<file path="config.mk">
export PLATFORM = sky130hd
export DESIGN_NAME = rst_decipher
export DESIGN_NICKNAME = d
export VERILOG_FILES = /design/src/rtl/rst_pkg.sv /design/src/rtl/rst_lookup6.sv /design/src/rtl/rst_decipher.sv
export SDC_FILE = /design/constraint.sdc
export NUM_CORES = 1
export LEC_CHECK = 0
export CAP_MARGIN = 40
export CELL_PAD_IN_SITES_DETAIL_PLACEMENT = 0
export CELL_PAD_IN_SITES_GLOBAL_PLACEMENT = 1
export CORE_UTILIZATION = 29
export DETAILED_ROUTE_END_ITERATION = 10
export GPL_ROUTABILITY_DRIVEN = 0
export HOLD_SLACK_MARGIN = 0.06
export PLACE_DENSITY_LB_ADDON = 0.2
export SYNTH_ARGS = -nofsm -noshare
export SYNTH_HDL_FRONTEND = slang
export SYNTH_SLANG_ARGS = --single-unit
</file>
<file path="constraint.sdc">
create_clock -name clk -period 6.4 [get_ports clk]
set_input_delay 0.64 -clock clk [delete_from_list [all_inputs] [get_ports clk]]
set_output_delay 0.64 -clock clk [all_outputs]
set_load 0.05 [all_outputs]
</file>
<file path="src/rtl/rst_pkg.sv">
// Shared constants, types and helper functions for the rotating-table decipher.
package rst_pkg;

  localparam int KEY_LEN   = 12;
  localparam int TABLE_DIM = 6;

  localparam logic [7:0] CH_UPPER_A = 8'h41;
  localparam logic [7:0] CH_UPPER_Z = 8'h5A;
  localparam logic [7:0] CH_LOWER_A = 8'h61;
  localparam logic [7:0] CH_LOWER_Z = 8'h7A;
  localparam logic [7:0] CH_DIGIT_0 = 8'h30;
  localparam logic [7:0] CH_DIGIT_9 = 8'h39;

  typedef logic [KEY_LEN-1:0][7:0]   key_t;
  typedef logic [TABLE_DIM-1:0][7:0] line_t;

  typedef enum logic {
    NO_KEY = 1'b0,
    RUN    = 1'b1
  } state_t;

  // A key character is a letter of either case or a decimal digit.
  function automatic logic is_key_char(input logic [7:0] ch);
    return ((ch >= CH_UPPER_A) && (ch <= CH_UPPER_Z)) ||
           ((ch >= CH_LOWER_A) && (ch <= CH_LOWER_Z)) ||
           ((ch >= CH_DIGIT_0) && (ch <= CH_DIGIT_9));
  endfunction

  // Table position 0..25 maps to a letter, 26..35 maps to '0'..'9'.
  function automatic logic [7:0] idx_to_char(input logic [5:0] n, input logic upper);
    logic [7:0] n8;
    n8 = {2'b00, n};
    if (n < 6'd26) begin
      return (upper ? CH_UPPER_A : CH_LOWER_A) + n8;
    end
    return CH_DIGIT_0 + (n8 - 8'd26);
  endfunction

endpackage

</file>
<file path="src/rtl/rst_lookup6.sv">
// Combinational search of one character across a 6-entry table line.
// Key characters are distinct, so at most one entry can match.
module rst_lookup6
  import rst_pkg::*;
(
  input  logic [7:0] char_i,
  input  line_t      line_i,
  output logic       hit_o,
  output logic [2:0] idx_o
);

  // Scan from the top so the lowest matching index is reported.
  always_comb begin
    hit_o = 1'b0;
    idx_o = 3'd0;
    for (int i = TABLE_DIM - 1; i >= 0; i--) begin
      if (line_i[i] == char_i) begin
        hit_o = 1'b1;
        idx_o = 3'(i);
      end
    end
  end

endmodule

</file>
<file path="src/rtl/rst_decipher.sv">
// Rotating 6x6 table decipher: turns {row,col} ciphertext symbols back into
// plaintext characters with one cycle of latency.
// Optional build macro RST_DECIPHER_ERR_CNT_EN adds the saturating err_cnt output.
module rst_decipher
  import rst_pkg::*;
#(
  parameter bit UPPER_OUT = 1'b1
) (
  input  logic        clk,
  input  logic        rst,
  input  logic        key_install,
  input  logic [95:0] key,
  input  logic        ctxt_valid,
  input  logic [15:0] ctxt_str,
  output logic [7:0]  ptxt_char,
  output logic        ptxt_ready,
  output logic        key_installed,
  output logic        err_invalid_key,
  output logic        err_key_not_installed,
  output logic        err_invalid_ctxt
`ifdef RST_DECIPHER_ERR_CNT_EN
  ,
  output logic [7:0]  err_cnt
`endif
);

  key_t       keyVec;
  state_t     state_q;
  line_t      rowTab_q;
  line_t      colTab_q;
  line_t      rowTab_d;
  line_t      colTab_d;
  line_t      rowInit;
  line_t      colInit;
  logic       keyOk;
  logic       rowHit;
  logic       colHit;
  logic [2:0] rowIdx;
  logic [2:0] colIdx;
  logic [5:0] symIdx;
  logic [7:0] ptxtChar_q;
  logic       ptxtReady_q;
  logic       keyInstalled_q;
  logic       errInvalidKey_q;
  logic       errKeyNotInst_q;
  logic       errInvalidCtxt_q;

  assign keyVec = key_t'(key);

  // Key is usable only if every character is legal and no two are equal.
  always_comb begin
    keyOk = 1'b1;
    for (int i = 0; i < KEY_LEN; i++) begin
      if (!is_key_char(keyVec[i])) begin
        keyOk = 1'b0;
      end
      for (int j = i + 1; j < KEY_LEN; j++) begin
        if (keyVec[i] == keyVec[j]) begin
          keyOk = 1'b0;
        end
      end
    end
  end

  // Interleave the key into row and column headers, then form the rotated lines.
  always_comb begin
    rowInit[0] = keyVec[11];
    rowInit[1] = keyVec[1];
    rowInit[2] = keyVec[9];
    rowInit[3] = keyVec[3];
    rowInit[4] = keyVec[7];
    rowInit[5] = keyVec[5];
    colInit[0] = keyVec[10];
    colInit[1] = keyVec[0];
    colInit[2] = keyVec[8];
    colInit[3] = keyVec[2];
    colInit[4] = keyVec[6];
    colInit[5] = keyVec[4];
    rowTab_d   = {rowTab_q[4:0], rowTab_q[5]};
    colTab_d   = {colTab_q[4:0], colTab_q[5]};
  end

  rst_lookup6 u_rowLookup (
    .char_i (ctxt_str[15:8]),
    .line_i (rowTab_q),
    .hit_o  (rowHit),
    .idx_o  (rowIdx)
  );

  rst_lookup6 u_colLookup (
    .char_i (ctxt_str[7:0]),
    .line_i (colTab_q),
    .hit_o  (colHit),
    .idx_o  (colIdx)
  );

  assign symIdx = ({3'b000, rowIdx} * 6'd6) + {3'b000, colIdx};

  // Key/run state machine; decode results and error pulses are registered here.
  always_ff @(posedge clk) begin
    if (rst) begin
      state_q          <= NO_KEY;
      rowTab_q         <= '0;
      colTab_q         <= '0;
      ptxtChar_q       <= 8'h00;
      ptxtReady_q      <= 1'b0;
      keyInstalled_q   <= 1'b0;
      errInvalidKey_q  <= 1'b0;
      errKeyNotInst_q  <= 1'b0;
      errInvalidCtxt_q <= 1'b0;
    end else begin
      ptxtChar_q       <= 8'h00;
      ptxtReady_q      <= 1'b0;
      errKeyNotInst_q  <= 1'b0;
      errInvalidCtxt_q <= 1'b0;
      if (key_install) begin
        if (keyOk) begin
          state_q         <= RUN;
          rowTab_q        <= rowInit;
          colTab_q        <= colInit;
          keyInstalled_q  <= 1'b1;
          errInvalidKey_q <= 1'b0;
        end else begin
          state_q         <= NO_KEY;
          keyInstalled_q  <= 1'b0;
          errInvalidKey_q <= 1'b1;
        end
      end else if (ctxt_valid) begin
        if (state_q == NO_KEY) begin
          errKeyNotInst_q <= 1'b1;
        end else if (rowHit && colHit) begin
          ptxtChar_q  <= idx_to_char(symIdx, UPPER_OUT);
          ptxtReady_q <= 1'b1;
          rowTab_q    <= rowTab_d;
          colTab_q    <= colTab_d;
        end else begin
          errInvalidCtxt_q <= 1'b1;
        end
      end
    end
  end

  assign ptxt_char             = ptxtChar_q;
  assign ptxt_ready            = ptxtReady_q;
  assign key_installed         = keyInstalled_q;
  assign err_invalid_key       = errInvalidKey_q;
  assign err_key_not_installed = errKeyNotInst_q;
  assign err_invalid_ctxt      = errInvalidCtxt_q;

`ifdef RST_DECIPHER_ERR_CNT_EN
  logic       errEvent;
  logic [7:0] errCnt_q;

  assign errEvent = !key_install && ctxt_valid &&
                    ((state_q == NO_KEY) || !(rowHit && colHit));

  // Saturating error tally, bumped on the same edge that raises an error pulse.
  always_ff @(posedge clk) begin
    if (rst) begin
      errCnt_q <= 8'h00;
    end else if (key_install && keyOk) begin
      errCnt_q <= 8'h00;
    end else if (errEvent && (errCnt_q != 8'hFF)) begin
      errCnt_q <= errCnt_q + 8'd1;
    end
  end

  assign err_cnt = errCnt_q;
`endif

endmodule

</file>
==> results of run 1 <==
## worst reg2reg max path, cell delays in order (launching register included)
cell and delay, ns:
dfxtp_1 0.37, xor2_1 0.19, nor4_1 0.46, nand2_1 0.23, o21ai_0 0.21, nand2_1 0.07, a21oi_1 0.24, ha_1 0.31
fa_1 0.67, inv_1 0.09, ha_1 0.23, nand2b_1 0.15, a211o_1 0.27, mux2_2 0.29, nand2_1 0.23, a21oi_1 0.07
a2111oi_0 0.39
## final timing paths
check        cells past startpoint     startpoint  slack (ns)                     to
max reg2reg                     16    rowTab_d[0]        1.82           ptxt_char[5]
max                             15   ctxt_str[13]        1.27           ptxt_char[5]
min                              1  key_installed        0.52  err_key_not_installed
min reg2reg                      1  key_installed        0.52  err_key_not_installed
## kinds of logic after synthesis
family                     count (synthesis)  synth area share, %
xor gates and xnor gates                 632                 40.0
and+or+nand+nor                          388                 14.7
buffers and inverters                    279                 9.44
AOI/OAI and AO/OA                        193                 11.9
DFF                                      109                 15.8
muxes                                     97                 7.03
adders and majority gates                 11                 1.10
other                                      1               0.0271
## flip-flops by register name (all words and copies together) (netlist names)
signal / flops
key_installed: 1
ptxt_ready: 1
err_invalid_key: 1
err_invalid_ctxt: 1
ptxt_char: 8
rowTab_d: 48
err_key_not_installed: 1
colTab_d: 48
## final cells by class
cell class / instances / area (sq um) / area share, %
Multi-Input combinational cell: 1322 / 10400 / 65.3
Inverter: 25 / 93.8 / 0.592
Sequential cell: 109 / 2180 / 13.8
Clock inverter: 5 / 67.6 / 0.426
Timing Repair Buffer: 234 / 2160 / 13.6
Clock buffer: 10 / 239 / 1.51
Tap cell: 607 / 759 / 4.79
## power by group through the flow
stage,Clock [uW],Sequential (uW),Combinational (uW)
2_1_floorplan,0,698,560
3_3_place_gp,0,695,833
3_5_place_dp,0,695,845
5_1_grt,653,680,905
4_1_cts,625,679,850
6_report,605,679,860
## through the flow
step                      hold slack (ns)  worst slack (ns)  cell area [sq um]  utilization, %
final                               0.524              1.27              15900            33.9
after global routing                0.557             0.910              15900            33.9
after CTS                           0.527              1.37              15900            33.9
after floorplan                     0.526              2.03              13800               -
after global placement              0.536              1.05              15400            33.0
after detailed placement            0.515              1.05              15600            33.3
## layer usage
| layer | share of wire (%) | wire length [um] | up-vias | global-route usage [%] |
|---|---|---|---|---|
| met5 | 0 | 0 | - | 0 |
| met4 | 3.3 | 2060 | 0 | 9.03 |
| met3 | 6.6 | 4170 | 124 | 3.30 |
| met1 | 45 | 28100 | 6339 | 35.1 |
| li1 | - | - | 5816 | - |
| met2 | 46 | 28800 | 561 | 41.8 |
## cells in the mapped netlist, types with 5 or more instances
cell type	count
a2111oi_0	5
a211oi_1	5
a21oi_1	42
a221oi_1	68
a221oi_2	29
a22oi_1	6
buf_2	143
buf_4	7
buf_6	7
clkbuf_1	94
dfxtp_1	109
ha_1	9
inv_1	25
mux2i_1	96
nand2_1	35
nand4_1	86
nor2_1	141
nor4_1	89
o21ai_0	6
o22ai_1	13
or4_1	9
xnor2_1	315
xor2_1	317
==> results.rst, run 1 <==
.. list-table::
   :header-rows: 1

   * - Metric
     - Value
   * - Req. time, crit path
     - 6.63 ns
   * - Iteration-0 DRC count of the detailed router
     - 1201
   * - Number of levels in the clock H-tree
     - 3
   * - Filler instances
     - 4926
   * - Post-Syn Area
     - 13800 sq um
   * - CP delay by family, top
     - adder cells
   * - Clock tree root buffer cell
     - clkbuf_16
   * - Pleak
     - 0.00563 uW
   * - Warnings from Yosys
     - 0
   * - Die extent in y
     - 220 um
   * - CTS tree
     - built
   * - Placement Rows
     - 79
   * - Largest net degree at the start of global routing
     - 98
   * - Final worst path period need
     - 5.13 ns
   * - Proportion of power drawn by flip-flops and latches
     - 31.7%
   * - Setup repair after global routing missed its margin
     - false
   * - Net Sw Power
     - 796 uW
   * - Cell type with the largest total area after synthesis
     - xor2_1
   * - Post-layout total power
     - approximately 2100 uW
   * - Clock latency at the later pin of the worst-skew pair
     - 0.36 ns
   * - Mean Syn Cell Area
     - slightly above 8 sq um
   * - Number of cells in the finished layout apart from fillers
     - 2312
   * - Horizontal die dimension
     - 220 um
   * - Proportion of synthesized flip-flops having asynchronous set or reset
     - 0%
   * - Final setup violation count
     - 0
   * - Maximum fanout count along the critical path
     - 7
   * - # IOs
     - 129
   * - Class of the most critical hold timing path
     - reg2reg
   * - Number of instances in the synthesized netlist
     - ~1.7k
   * - Primary FF master, synth
     - dfxtp_1
   * - Post-detailed-route count of antenna-violating nets
     - 0
   * - Clk slew on worst S/H paths
     - 0.08 ns
   * - Pwr dens
     - 135 nW/um^2
   * - Share of post-route cells with drive strength above 1
     - 9.62%
   * - Maximum capacitance violations
     - 0
   * - Number of max-slew violations in the final report
     - 0
   * - Combinational power share
     - 40.1%
   * - Number of buffers inserted during clock tree synthesis
     - 9
   * - Buffers on Ports
     - 128
   * - Critical Path Max Stage Delay
     - 0.67 ns
   * - Effective utilization at floorplan
     - between 20% and 30%
   * - DRC violation count after routing
     - 12
   * - Count of flip-flops with a built-in enable after synthesis
     - 0
   * - Cell internal pwr
     - ~1300 uW
   * - Total setup buffers inserted after CTS
     - 0
   * - Die area
     - between 40000 and 50000 sq um
   * - Clock share of power
     - 28.2%
   * - Total count of hold-check failures in the final report
     - 0
   * - Post-cts hold buffer count
     - 0
   * - Number of nets in the synthesized netlist
     - 1837
   * - Share of the clock period used by the worst path after layout
     - 80.2%
   * - Kind of start point of the critical path
     - input pin
   * - Top-area cell type share of the netlist area
     - 20.1%
   * - Number of antenna violations at the first check in global routing
     - 1
   * - First-pass iteration count of the detailed router
     - 8
   * - Diode count
     - 0
   * - Arrival time at the worst endpoint
     - 5.36 ns
   * - Violated checks
     - design-rule violations
   * - Inst Count DP
     - around 2.3k
   * - Total track usage
     - 25.9%
   * - Most common cell after layout, fill and taps aside
     - xor2_1
   * - Wirelength per Cell
     - 27.3 um
   * - Flip-flop and latch count after synthesis
     - 109
   * - Worst slew slack as a fraction of its limit
     - between 40 and 50%
   * - Share of the yosys chip area belonging to registers
     - 15.8%
   * - Post-synthesis cell type count
     - between 50 and 60
   * - Total negative setup slack
     - 0 ns
   * - Category of the worst setup path capture point
     - register
   * - Number of nets in the final layout
     - 1828
   * - Maximum clock path buffer count
     - 2
   * - Count of cells resized by post-cts repair
     - 0
   * - Transition at the pin with the smallest max-transition slack
     - 0.877 ns
   * - Startpoint-to-endpoint class of the critical path
     - in2reg
   * - Half-perimeter wire length of the detailed placement result
     - 44100 um
   * - Area delta synth->final
     - 14.7%
   * - Outcome
     - complete, but fails checks
   * - Largest cells by area after synthesis
     - xor2_1 (20%), xnor2_1 (20%), dfxtp_1 (16%), mux2i_1 (7.0%), buf_2 (5.2%)
   * - Number of buffer and inverter stages on the critical path
     - 2
   * - Critical Path Slowest Stage Cell
     - fa_1
   * - Leftover overflow at the end of global routing
     - 0
   * - Vias in the first global route
     - 12.8k
   * - Number of clock sinks
     - 109
   * - Fmax
     - around 190 MHz
   * - Critical path cell sequence
     - clkdlybuf4s50_1 > xor2_1 > nor4_1 > nand2_1 > a221oi_1 > ha_1 > fa_1 > inv_1 > ha_1 > nand2b_1 > a211o_1 > mux2_2 > nand2_1 > a21oi_1 > a2111oi_0
   * - Clock Skews
     - about 0.014 ns
   * - Total core area
     - 46800 sq um
   * - Total Wirelength
     - 63100 um
   * - Switching share of power
     - ~37%
   * - Vias per Instance
     - 5.55
   * - Most frequent cells in the layout
     - xor2_1 (317), xnor2_1 (315), nor2_1 (140)
   * - Wire length of the first global-routing pass
     - about 90000 um
   * - Via count of the routed design
     - 12.8k
   * - Maximum VDD drop
     - roughly 0.13 mV
Power figures use the tool's default switching activity.
==> run 2: changes to the inputs <==
Clock period 6.4 ns to 4.8 ns, I/O delays scaled along.
==> run 2 against run 1 <==
- design area is 2.1% higher
- clock power is 23% higher
- first-iteration DRC count is 8.8% lower
- flip-flop and latch count stayed put
- largest power group unchanged
- power is 31% higher
- the run still ends with design-rule violations left
- via count is 2.0% higher
- sequential share of layout area is 0.29 points lower
- worst setup slack worse by 0.99 ns
- clock skew is 0.0013 ns higher
- die area stayed put
- critical path depth is 1 higher
==> results.rst, run 2 (same netlist as run 1, synthesis figures left out) <==
.. list-table::
   :header-rows: 1

   * - Metric
     - Value
   * - Wire length of the first global-routing pass
     - between 90000 and 100000 um
   * - Share of post-route cells with drive strength above 1
     - around an eighth
   * - Maximum capacitance violations
     - 0
   * - Via count of the routed design
     - 13.1k
   * - Req. time, crit path
     - 5.04 ns
   * - Outcome
     - complete, but fails checks
   * - Number of clock sinks
     - around 110
   * - Die area
     - 48500 sq um
   * - Filler instances
     - 4857
   * - Number of antenna violations at the first check in global routing
     - 0
   * - Total track usage
     - 25.7%
   * - Number of max-slew violations in the final report
     - 0
   * - Category of the worst setup path capture point
     - register
   * - Pleak
     - between 0.005 and 0.006 uW
   * - Maximum fanout count along the critical path
     - 4
   * - DRC violation count after routing
     - 12
   * - Arrival time at the worst endpoint
     - 4.77 ns
   * - Vias in the first global route
     - around 13k
   * - Number of cells in the finished layout apart from fillers
     - 2363
   * - Wirelength per Cell
     - 26.8 um
   * - Horizontal die dimension
     - 220 um
   * - Count of cells resized by post-cts repair
     - 0
   * - Total count of hold-check failures in the final report
     - 0
   * - Total Wirelength
     - 63200 um
   * - Number of levels in the clock H-tree
     - 3
   * - Post-detailed-route count of antenna-violating nets
     - 0
   * - # IOs
     - 129
   * - Inst Count DP
     - 2347
   * - Number of nets in the final layout
     - 1878
   * - Leftover overflow at the end of global routing
     - 0
   * - Total setup buffers inserted after CTS
     - 0
   * - Kind of start point of the critical path
     - input pin
   * - Most frequent cells in the layout
     - xor2_1 (317), xnor2_1 (315), buf_4 (152)
   * - Die extent in y
     - between 200 and 250 um
   * - Clock Skews
     - 0.0150 ns
   * - Number of buffers inserted during clock tree synthesis
     - 9
   * - Clock tree root buffer cell
     - clkbuf_16
   * - Post-placement cell area
     - 15900 sq um
   * - Buffers on Ports
     - ~130
   * - Final Instance Area
     - ~16000 sq um
   * - Vias per Instance
     - between 5 and 6
   * - Startpoint-to-endpoint class of the critical path
     - in2reg
   * - Clk slew on worst S/H paths
     - 0.08 ns
   * - Area delta synth->final
     - 17.2%
   * - Placement Rows
     - 79
   * - Class of the most critical hold timing path
     - reg2reg
   * - First-pass iteration count of the detailed router
     - 9
   * - Pwr dens
     - 174 nW/um^2
   * - Final setup violation count
     - 0
   * - Violated checks
     - design-rule violations
   * - CTS tree
     - built
   * - Share of the clock period used by the worst path after layout
     - 94.2%
   * - Total core area
     - 46800 sq um
   * - Half-perimeter wire length of the detailed placement result
     - roughly 45000 um
   * - Effective utilization at floorplan
     - 29.6%
   * - Transition at the pin with the smallest max-transition slack
     - 0.904 ns
   * - Final worst path period need
     - 4.52 ns
   * - Worst slew slack as a fraction of its limit
     - 39.5%
   * - Maximum clock path buffer count
     - 2
   * - Multi-input gate area in the final layout
     - 10400 sq um
   * - Largest net degree at the start of global routing
     - 52
   * - Fmax
     - 221 MHz
   * - Clock latency at the later pin of the worst-skew pair
     - about 0.37 ns
   * - Diode count
     - 0
   * - Maximum VDD drop
     - 0.160 mV
   * - Iteration-0 DRC count of the detailed router
     - 1095
   * - Storage element area
     - 2180 sq um
   * - Most common cell after layout, fill and taps aside
     - xor2_1
   * - Post-cts hold buffer count
     - 0
[run 2: area by class of cell]
class,instances,area share [%]
Clock buffer,9,1.39
Clock inverter,7,0.332
Inverter,25,0.579
Multi-Input combinational cell,1322,64.1
Sequential cell,109,13.5
Tap cell,607,4.69
Timing Repair Buffer,284,15.5
[run 2: worst max-delay path, cell delays in order]
cell             delay (ns)
clkdlybuf4s50_1        0.50
buf_4                  0.20
xor2_1                 0.14
nor4_1                 0.57
nand2_1                0.16
a21oi_1                0.27
ha_1                   0.32
fa_1                   0.55
inv_1                  0.06
ha_1                   0.23
nand2b_1               0.15
a211o_1                0.27
mux2_2                 0.29
nand2_1                0.13
a21oi_1                0.06
a2111oi_1              0.36
[run 2: worst paths after layout]
kind                 start                     to  slack, ns  cells after the start
max           ctxt_str[14]           ptxt_char[5]       0.28                     16
min          key_installed  err_key_not_installed       0.52                      1
max reg2reg   rowTab_d[33]           ptxt_char[5]       0.59                     16
min reg2reg  key_installed  err_key_not_installed       0.52                      1
[run 2: per-stage QoR]
step / worst slack [ns] / hold WS (ns) / TNS, ns / utilization, % / power (uW)
detailed placement: -0.0484 / 0.508 / -0.119 / 34.0 / 2070
floorplan: 0.590 / 0.526 / 0 / - / 1680
global placement: 0.0302 / 0.515 / 0 / 33.9 / 2060
global route: -0.0167 / 0.556 / -0.0167 / 34.7 / 2930
CTS: 0.267 / 0.532 / 0 / 34.6 / 2820
finish: 0.278 / 0.520 / 0 / 34.7 / 2820
[run 2: layer usage]
layer	up-vias	track usage, %	share of wire, %
li1	5914	-	-
met1	6542	34.7	45
met2	511	41.9	46
met3	132	3.31	6.0
met4	0	8.69	3.4
met5	-	0	0
[run 2: where the power goes]
part | switching, uW | internal [uW] | leakage [uW]
Clock | 381 | 361 | 0.000141
Combinational | 684 | 484 | 0.00483
Sequential | 1.05 | 905 | 0.000878
